`src/rtl/rv_alu_logic.sv`:
```
// rv_alu_logic
// Integer ALU for the single-cycle RV32I datapath. One of ten arithmetic,
// logic, shift or compare operations is selected by alu_op and the result is
// registered once together with a valid strobe, a zero flag and an
// illegal-opcode flag.
//
// Ports:
//   clk        in   rising-edge clock
//   rst_n      in   asynchronous active-low reset
//   in_valid   in   operands/opcode valid this cycle
//   op1        in   first operand (rs1 / PC)
//   op2        in   second operand (rs2 / immediate)
//   alu_op     in   operation select (0..9 defined, 10..15 illegal)
//   result     out  registered result
//   out_valid  out  result valid strobe (in_valid delayed one cycle)
//   zero       out  registered (result == 0)
//   illegal_op out  registered: captured alu_op was not a defined code
module rv_alu_logic #(
  parameter int ALU_WIDTH = 32
) (
  input  logic                 clk,
  input  logic                 rst_n,
  input  logic                 in_valid,
  input  logic [ALU_WIDTH-1:0] op1,
  input  logic [ALU_WIDTH-1:0] op2,
  input  logic [3:0]           alu_op,
  output logic [ALU_WIDTH-1:0] result,
  output logic                 out_valid,
  output logic                 zero,
  output logic                 illegal_op
);

  localparam int SHW = $clog2(ALU_WIDTH);

  localparam logic [3:0] OP_ADD  = 4'b0000;
  localparam logic [3:0] OP_SUB  = 4'b0001;
  localparam logic [3:0] OP_SLL  = 4'b0010;
  localparam logic [3:0] OP_SLT  = 4'b0011;
  localparam logic [3:0] OP_SLTU = 4'b0100;
  localparam logic [3:0] OP_XOR  = 4'b0101;
  localparam logic [3:0] OP_SRL  = 4'b0110;
  localparam logic [3:0] OP_SRA  = 4'b0111;
  localparam logic [3:0] OP_OR   = 4'b1000;
  localparam logic [3:0] OP_AND  = 4'b1001;

  // Compare results are a single bit zero-extended to the full width.
  function automatic logic [ALU_WIDTH-1:0] flag_ext(input logic f);
    flag_ext = {{(ALU_WIDTH-1){1'b0}}, f};
  endfunction

  logic signed [ALU_WIDTH-1:0] op1_s;
  logic signed [ALU_WIDTH-1:0] op2_s;
  logic        [SHW-1:0]       shamt;
  logic        [ALU_WIDTH-1:0] res_p0;
  logic                        ill_p0;

  logic        [ALU_WIDTH-1:0] result_p1;
  logic                        vld_p1;
  logic                        zero_p1;
  logic                        ill_p1;

  assign op1_s = op1;
  assign op2_s = op2;
  // Only the low SHW bits of op2 select the shift distance.
  assign shamt = op2[SHW-1:0];

  // ---- stage p0: combinational operation select ----
  always_comb begin
    res_p0 = '0;
    ill_p0 = 1'b0;
    case (alu_op)
      OP_ADD:  res_p0 = op1 + op2;
      OP_SUB:  res_p0 = op1 - op2;
      OP_SLL:  res_p0 = op1 << shamt;
      OP_SLT:  res_p0 = flag_ext(op1_s < op2_s);
      OP_SLTU: res_p0 = flag_ext(op1 < op2);
      OP_XOR:  res_p0 = op1 ^ op2;
      OP_SRL:  res_p0 = op1 >> shamt;
      OP_SRA:  res_p0 = op1_s >>> shamt;
      OP_OR:   res_p0 = op1 | op2;
      OP_AND:  res_p0 = op1 & op2;
      default: begin
        res_p0 = '0;
        ill_p0 = 1'b1;
      end
    endcase
  end

  // ---- stage p1: output register ----
  // Data and flags only update on a valid input; otherwise they hold while
  // out_valid drops. Reset value of zero is 1 because result resets to 0.
  always_ff @(posedge clk or negedge rst_n) begin
    if (!rst_n) begin
      result_p1 <= '0;
      vld_p1    <= 1'b0;
      zero_p1   <= 1'b1;
      ill_p1    <= 1'b0;
    end else begin
      vld_p1 <= in_valid;
      if (in_valid) begin
        result_p1 <= res_p0;
        zero_p1   <= (res_p0 == '0);
        ill_p1    <= ill_p0;
      end
    end
  end

  assign result     = result_p1;
  assign out_valid  = vld_p1;
  assign zero       = zero_p1;
  assign illegal_op = ill_p1;

endmodule

```
`config.mk`:
```
export PLATFORM = sky130hd
export DESIGN_NAME = rv_alu_logic
export DESIGN_NICKNAME = d
export VERILOG_FILES = /design/src/rtl/rv_alu_logic.sv
export SDC_FILE = /design/constraint.sdc
export NUM_CORES = 1
export LEC_CHECK = 0
export CORE_MARGIN = 4
export CORE_UTILIZATION = 54
export DETAILED_ROUTE_END_ITERATION = 16
export PLACE_DENSITY = 0.76
export SLEW_MARGIN = 40
export SYNTH_ARGS = -nofsm -noshare
export SYNTH_HDL_FRONTEND = slang
export SYNTH_SLANG_ARGS = --single-unit
export TNS_END_PERCENT = 10
```
`constraint.sdc`:
```
create_clock -name clk -period 1.7 [get_ports clk]
set_input_delay 0.255 -clock clk [delete_from_list [all_inputs] [get_ports clk]]
set_output_delay 0.255 -clock clk [all_outputs]
set_load 0.005 [all_outputs]
```
==> impl_metrics.env, run 1 <==
export IMPL_status="did not finish"
export IMPL_lastStage="global routing"
export IMPL_stop_error="[ERROR GRT-0116] Global routing finished with congestion. Check the congestion regions in the DRC Viewer."
export IMPL_cts_root_buf="clkbuf_16"
export IMPL_yosysSeqAreaShare_pct=8.416
export IMPL_dp_hpwl_mm=42.02
export IMPL_synthFlopType="dfrtp_1"
export IMPL_die_width_um=146.9
export IMPL_synthCells=1433
export IMPL_synth_nets=1605
export IMPL_place_inst=2241
export IMPL_synth_edf_count=0
export IMPL_yosysWarnings=0
export IMPL_io_pins=106
export IMPL_grt_overflow=279
export IMPL_track_usage_pct=82.83
export IMPL_htreeDepth=2
export IMPL_netlist_area_um2=10420
export IMPL_clock_path_buffers=2
export IMPL_grt_pass1_vias=21530
export IMPL_io_buffers=105
export IMPL_rows=50
export IMPL_synth_cell_types=90
export IMPL_cts_buffers=5
export IMPL_ys_seq_elements=35
export IMPL_gp_congestion=1.251
export IMPL_start_util_pct=55.34
export IMPL_cts_hold_buffers=0
export IMPL_cts_sinks=35
export IMPL_synthArstFlopShare_pct=100.0
export IMPL_grt_pass1_wl_mm=140.6
export IMPL_grt_max_degree=59
export IMPL_postSynthAreaPerCell_um2=7.272
export IMPL_fp_dieH_um=146.9
-- per-stage QoR --
step                      instance area (um^2)  hold slack [ps]  util [%]  setup slack (ps)  TNS [ps]
after detailed placement                 15720            470.3     83.47             -2346    -57140
after CTS                                17400            347.7     92.41             -1477    -31870
after global placement                   15720            465.6     83.47             -2235    -53760
after floorplan                          10670           -40.59         -             -1548    -29510
-- layer usage --
metal	GRT usage (%)	overflow
met1	81.62	11
met2	94.70	145
met3	73.47	10
met4	84.11	112
met5	42.73	1
-- what timing repair did --
| item | 4_1_cts |
|---|---|
| endpoints found under the setup margin | 33 |
| endpoints found under the hold margin | 0 |
| buffers inserted | 63 |
| pin swaps | 85 |
| gates resized for setup | 313 |
| cloned | 2 |
-- cells by family after synthesis --
logic type / after synthesis / synth area share [%]
muxes: 116 / 16.12
adders and majority gates: 101 / 12.27
buffers and inverters: 211 / 8.320
AOI/OAI and AO/OA: 497 / 32.62
DFF: 35 / 8.416
xor gates and xnor gates: 10 / 0.8405
and+or+nand+nor: 463 / 21.41
-- synthesized netlist by cell type, drive strengths merged (12+ instances only) --
cell type / instances / share of area [%]
a211oi: 34 / 2.5
a21oi: 111 / 5.3
a221oi: 13 / 1.2
a22oi: 31 / 2.2
a31oi: 14 / 0.84
and3: 12 / 0.72
buf: 40 / 2.2
clkbuf: 73 / 2.6
dfrtp: 34 / 8.2
ha: 99 / 12
inv: 97 / 3.5
mux2: 25 / 2.7
mux2i: 52 / 5.0
mux4: 39 / 8.4
nand2: 118 / 4.3
nand2b: 17 / 1.0
nand3: 29 / 1.4
nor2: 156 / 5.6
nor2b: 18 / 1.1
nor3: 30 / 1.4
nor4: 19 / 1.3
o211ai: 26 / 1.9
o21a: 12 / 0.86
o21ai: 88 / 4.2
o221ai: 14 / 1.2
o22ai: 21 / 1.3
==> inputs of run 2 (changes only) <==
--- a/config.mk
+++ b/config.mk
@@ -6,9 +6,9 @@
 export NUM_CORES = 1
 export LEC_CHECK = 0
 export CORE_MARGIN = 4
-export CORE_UTILIZATION = 54
+export CORE_UTILIZATION = 39
 export DETAILED_ROUTE_END_ITERATION = 16
-export PLACE_DENSITY = 0.76
+export PLACE_DENSITY_LB_ADDON = 0.15
 export SLEW_MARGIN = 40
 export SYNTH_ARGS = -nofsm -noshare
 export SYNTH_HDL_FRONTEND = slang
==> run 2 against run 1 <==
Net effect:
- synthesized cell count unchanged
- area after synthesis unchanged
- the flow now finishes, with violations (setup timing)
==> impl_metrics.env, run 2 <==
export IMPL_status="finished, violations left"
export IMPL_violations="setup timing"
export IMPL_clock_path_buffers=2
export IMPL_fp_dieH_um=171.5
export IMPL_detail_route_wl_per_cell_um=24.33
export IMPL_fin_skew_ps=0
export IMPL_setup_tns_ps=-32300
export IMPL_layout_nets=2272
export IMPL_synthCells=1433
export IMPL_r2r_slack_ps=950
export IMPL_core_um2=26210
export IMPL_setup_viol=33
export IMPL_die_width_um=171.5
export IMPL_worst_setup_path_type="input port to flip-flop"
export IMPL_route_top_layer_used="met5"
export IMPL_synthFlopType="dfrtp_1"
export IMPL_track_usage_pct=38.89
export IMPL_dp_hpwl_mm=46.82
export IMPL_final_cell_mix="buf_4 (611), nor2_1 (145), nand2_1 (114)"
export IMPL_synth_most_common_cell="nor2_1"
export IMPL_htreeDepth=2
export IMPL_cp_max_fo=3
export IMPL_r2r_cells=1
export IMPL_critical_path_required_ps=1930
export IMPL_wl_met2_mm=25.95
export IMPL_vias=15050
export IMPL_cap_viol_max_count=0
export IMPL_synthArstFlopShare_pct=100.0
export IMPL_cts_root_buf="clkbuf_16"
export IMPL_min_path_type="input port to async pin"
export IMPL_layout_commonest_cell="buf_4"
export IMPL_final_antenna_net_count=0
export IMPL_hold_viol=0
export IMPL_syn_to_final_growth_pct=78.78
export IMPL_cts_sinks=35
export IMPL_start_util_pct=39.77
export IMPL_yosysWarnings=0
export IMPL_cellPowerDensity_nw_per_um2=450.5
export IMPL_insertion_delay_ps=290
export IMPL_yosysSeqAreaShare_pct=8.416
export IMPL_drive_gt1_share_pct=49.12
export IMPL_drtPass1Iterations=6
export IMPL_period_minus_slack_ps=3281
export IMPL_cts_buffers=5
export IMPL_gp_congestion=1.072
export IMPL_fin_crit_sh_pct=193.0
export IMPL_rsz0062_at_grt="true"
export IMPL_fill_cells=2145
export IMPL_grt_max_degree=59
export IMPL_wl_met1_mm=23.31
export IMPL_remaining_drc_errors=0
export IMPL_r2r_start="result[25]"
export IMPL_cpLargestDelayFamily="compound AO/OA/AOI/OAI gates"
export IMPL_tightest_slew_ps=594.1
export IMPL_max_slew_margin_rel_pct=59.37
export IMPL_path_buf_inv=5
export IMPL_vias_per_cell=6.180
export IMPL_grt_pass1_wl_mm=88.36
export IMPL_clkTransAtPathRegs_ps=50
export IMPL_hold_slack_ps=458.3
export IMPL_critPathCaptureType="flip-flop"
export IMPL_antenna_cells=0
export IMPL_leakage_nw=8.279
export IMPL_synth_common_cells="nor2_1 (156), nand2_1 (118), a21oi_1 (111)"
export IMPL_io_buffers=105
export IMPL_grt_pass1_vias=14760
export IMPL_crit_path_top_delay_cell="a311o_1"
export IMPL_cts_tree="built"
export IMPL_finalMaxSlewViolations=0
export IMPL_largest_reg_flops=32
export IMPL_dr_first_iter_drc_count=1764
export IMPL_met3WireLength_mm=5.792
export IMPL_die_area_um2=29400
export IMPL_grt_overflow=0
export IMPL_yosysTopAreaCellShare_pct=11.89
export IMPL_ys_seq_elements=35
export IMPL_r2r_end="result[25]"
export IMPL_critPathMaxStageDelay_ps=400
export IMPL_finalWirelength_mm=59.28
export IMPL_cp_start_kind="input port"
export IMPL_fmaxAchievable_mhz=304.7
export IMPL_netlist_area_um2=10420
export IMPL_yosysTopAreaCell="ha_1"
export IMPL_antenna_found_initial=1
export IMPL_rows=59
export IMPL_path_cells="buf_12 -> buf_8 -> ha_4 -> inv_4 -> fa_2 -> nor2b_4 -> o31a_1 -> buf_6 -> o21ai_4 -> a41oi_2 -> a311o_1 -> buf_4 -> a221o_1 -> o21ai_1 -> and3_1 -> o21ai_2 -> nor4_2 -> a32o_2"
export IMPL_synth_edf_count=0
export IMPL_timing_critical_path_arrival_ps=3510
export IMPL_setup_slack_ps=-1581
export IMPL_vdd_drop_max_mv=0.4922
export IMPL_synth_area_leaders="ha_1 (12%), mux4_2 (8.4%), dfrtp_1 (8.2%), nor2_1 (5.6%), a21oi_1 (5.3%)"
export IMPL_postSynthAreaPerCell_um2=7.272
export IMPL_io_pins=106
export IMPL_synth_nets=1605
export IMPL_synth_cell_types=90
run 2: logic make-up after synthesis:
logic type,count (synthesis),synth area share (%)
mux,116,16.12
compound gates,497,32.62
xor+xnor,10,0.8405
simple gates,463,21.41
buf+inv,211,8.320
fa+ha+maj,101,12.27
flops,35,8.416
run 2: final cells by class:
type                       instances  area [um^2]  share of cell area, %
multi-input combinational       1187        10330                  55.43
clock inverter                     2        35.03                 0.1880
timing repair buffer             773         6444                  34.58
clock buffer                       6        138.9                 0.7454
inverter                          98        390.4                  2.095
tap                              335        419.2                  2.250
sequential                        35        877.1                  4.708
run 2: timing repair:
item                                   4_1_cts  5_1_grt
buffers inserted                            64        3
pin swaps                                   94       53
resized for setup                          371       92
hold buffers                                 0        1
setup endpoints to repair                   33       33
endpoints found under the hold margin        0       34
gates cloned                                 4        0
run 2: worst max path at each step:
stage | startpoint | cells past startpoint | endpoint | slack (ps)
final | op2[0] | 18 | zero | -1580
after global routing | op2[0] | 17 | zero | -1700
after CTS | op2[0] | 14 | zero | -1610
after detailed placement | op1[0] | 15 | zero | -2510
after global placement | op1[0] | 15 | zero | -2430
after floorplan | op2[2] | 17 | zero | -1550
run 2: metrics by stage:
step	total power, mW	util [%]	worst slack [ps]	cell area [um^2]	cells
final	8.393	71.10	-1581	18630	2436
after global routing	8.795	71.10	-1701	18630	2436
after CTS	8.056	69.58	-1613	18240	2432
after detailed placement	6.244	61.64	-2514	16150	2356
after global placement	6.198	61.64	-2431	16150	2356
after floorplan	3.348	-	-1548	10670	1433
run 2: routing by layer:
metal  track usage [%]  vias to the layer above
met2             61.36                      944
met5                 0                        -
li1                  -                     6760
met3             7.240                      219
met1             50.98                     7129
met4             19.46                        2
run 2: report_power, final:
part	leakage, nW	switching, mW	internal [mW]
Clock	0.0868	0.363	0.729
Sequential	0.409	0.0671	0.955
Combinational	7.78	3.15	3.13
(Power assumes the default switching activity.)
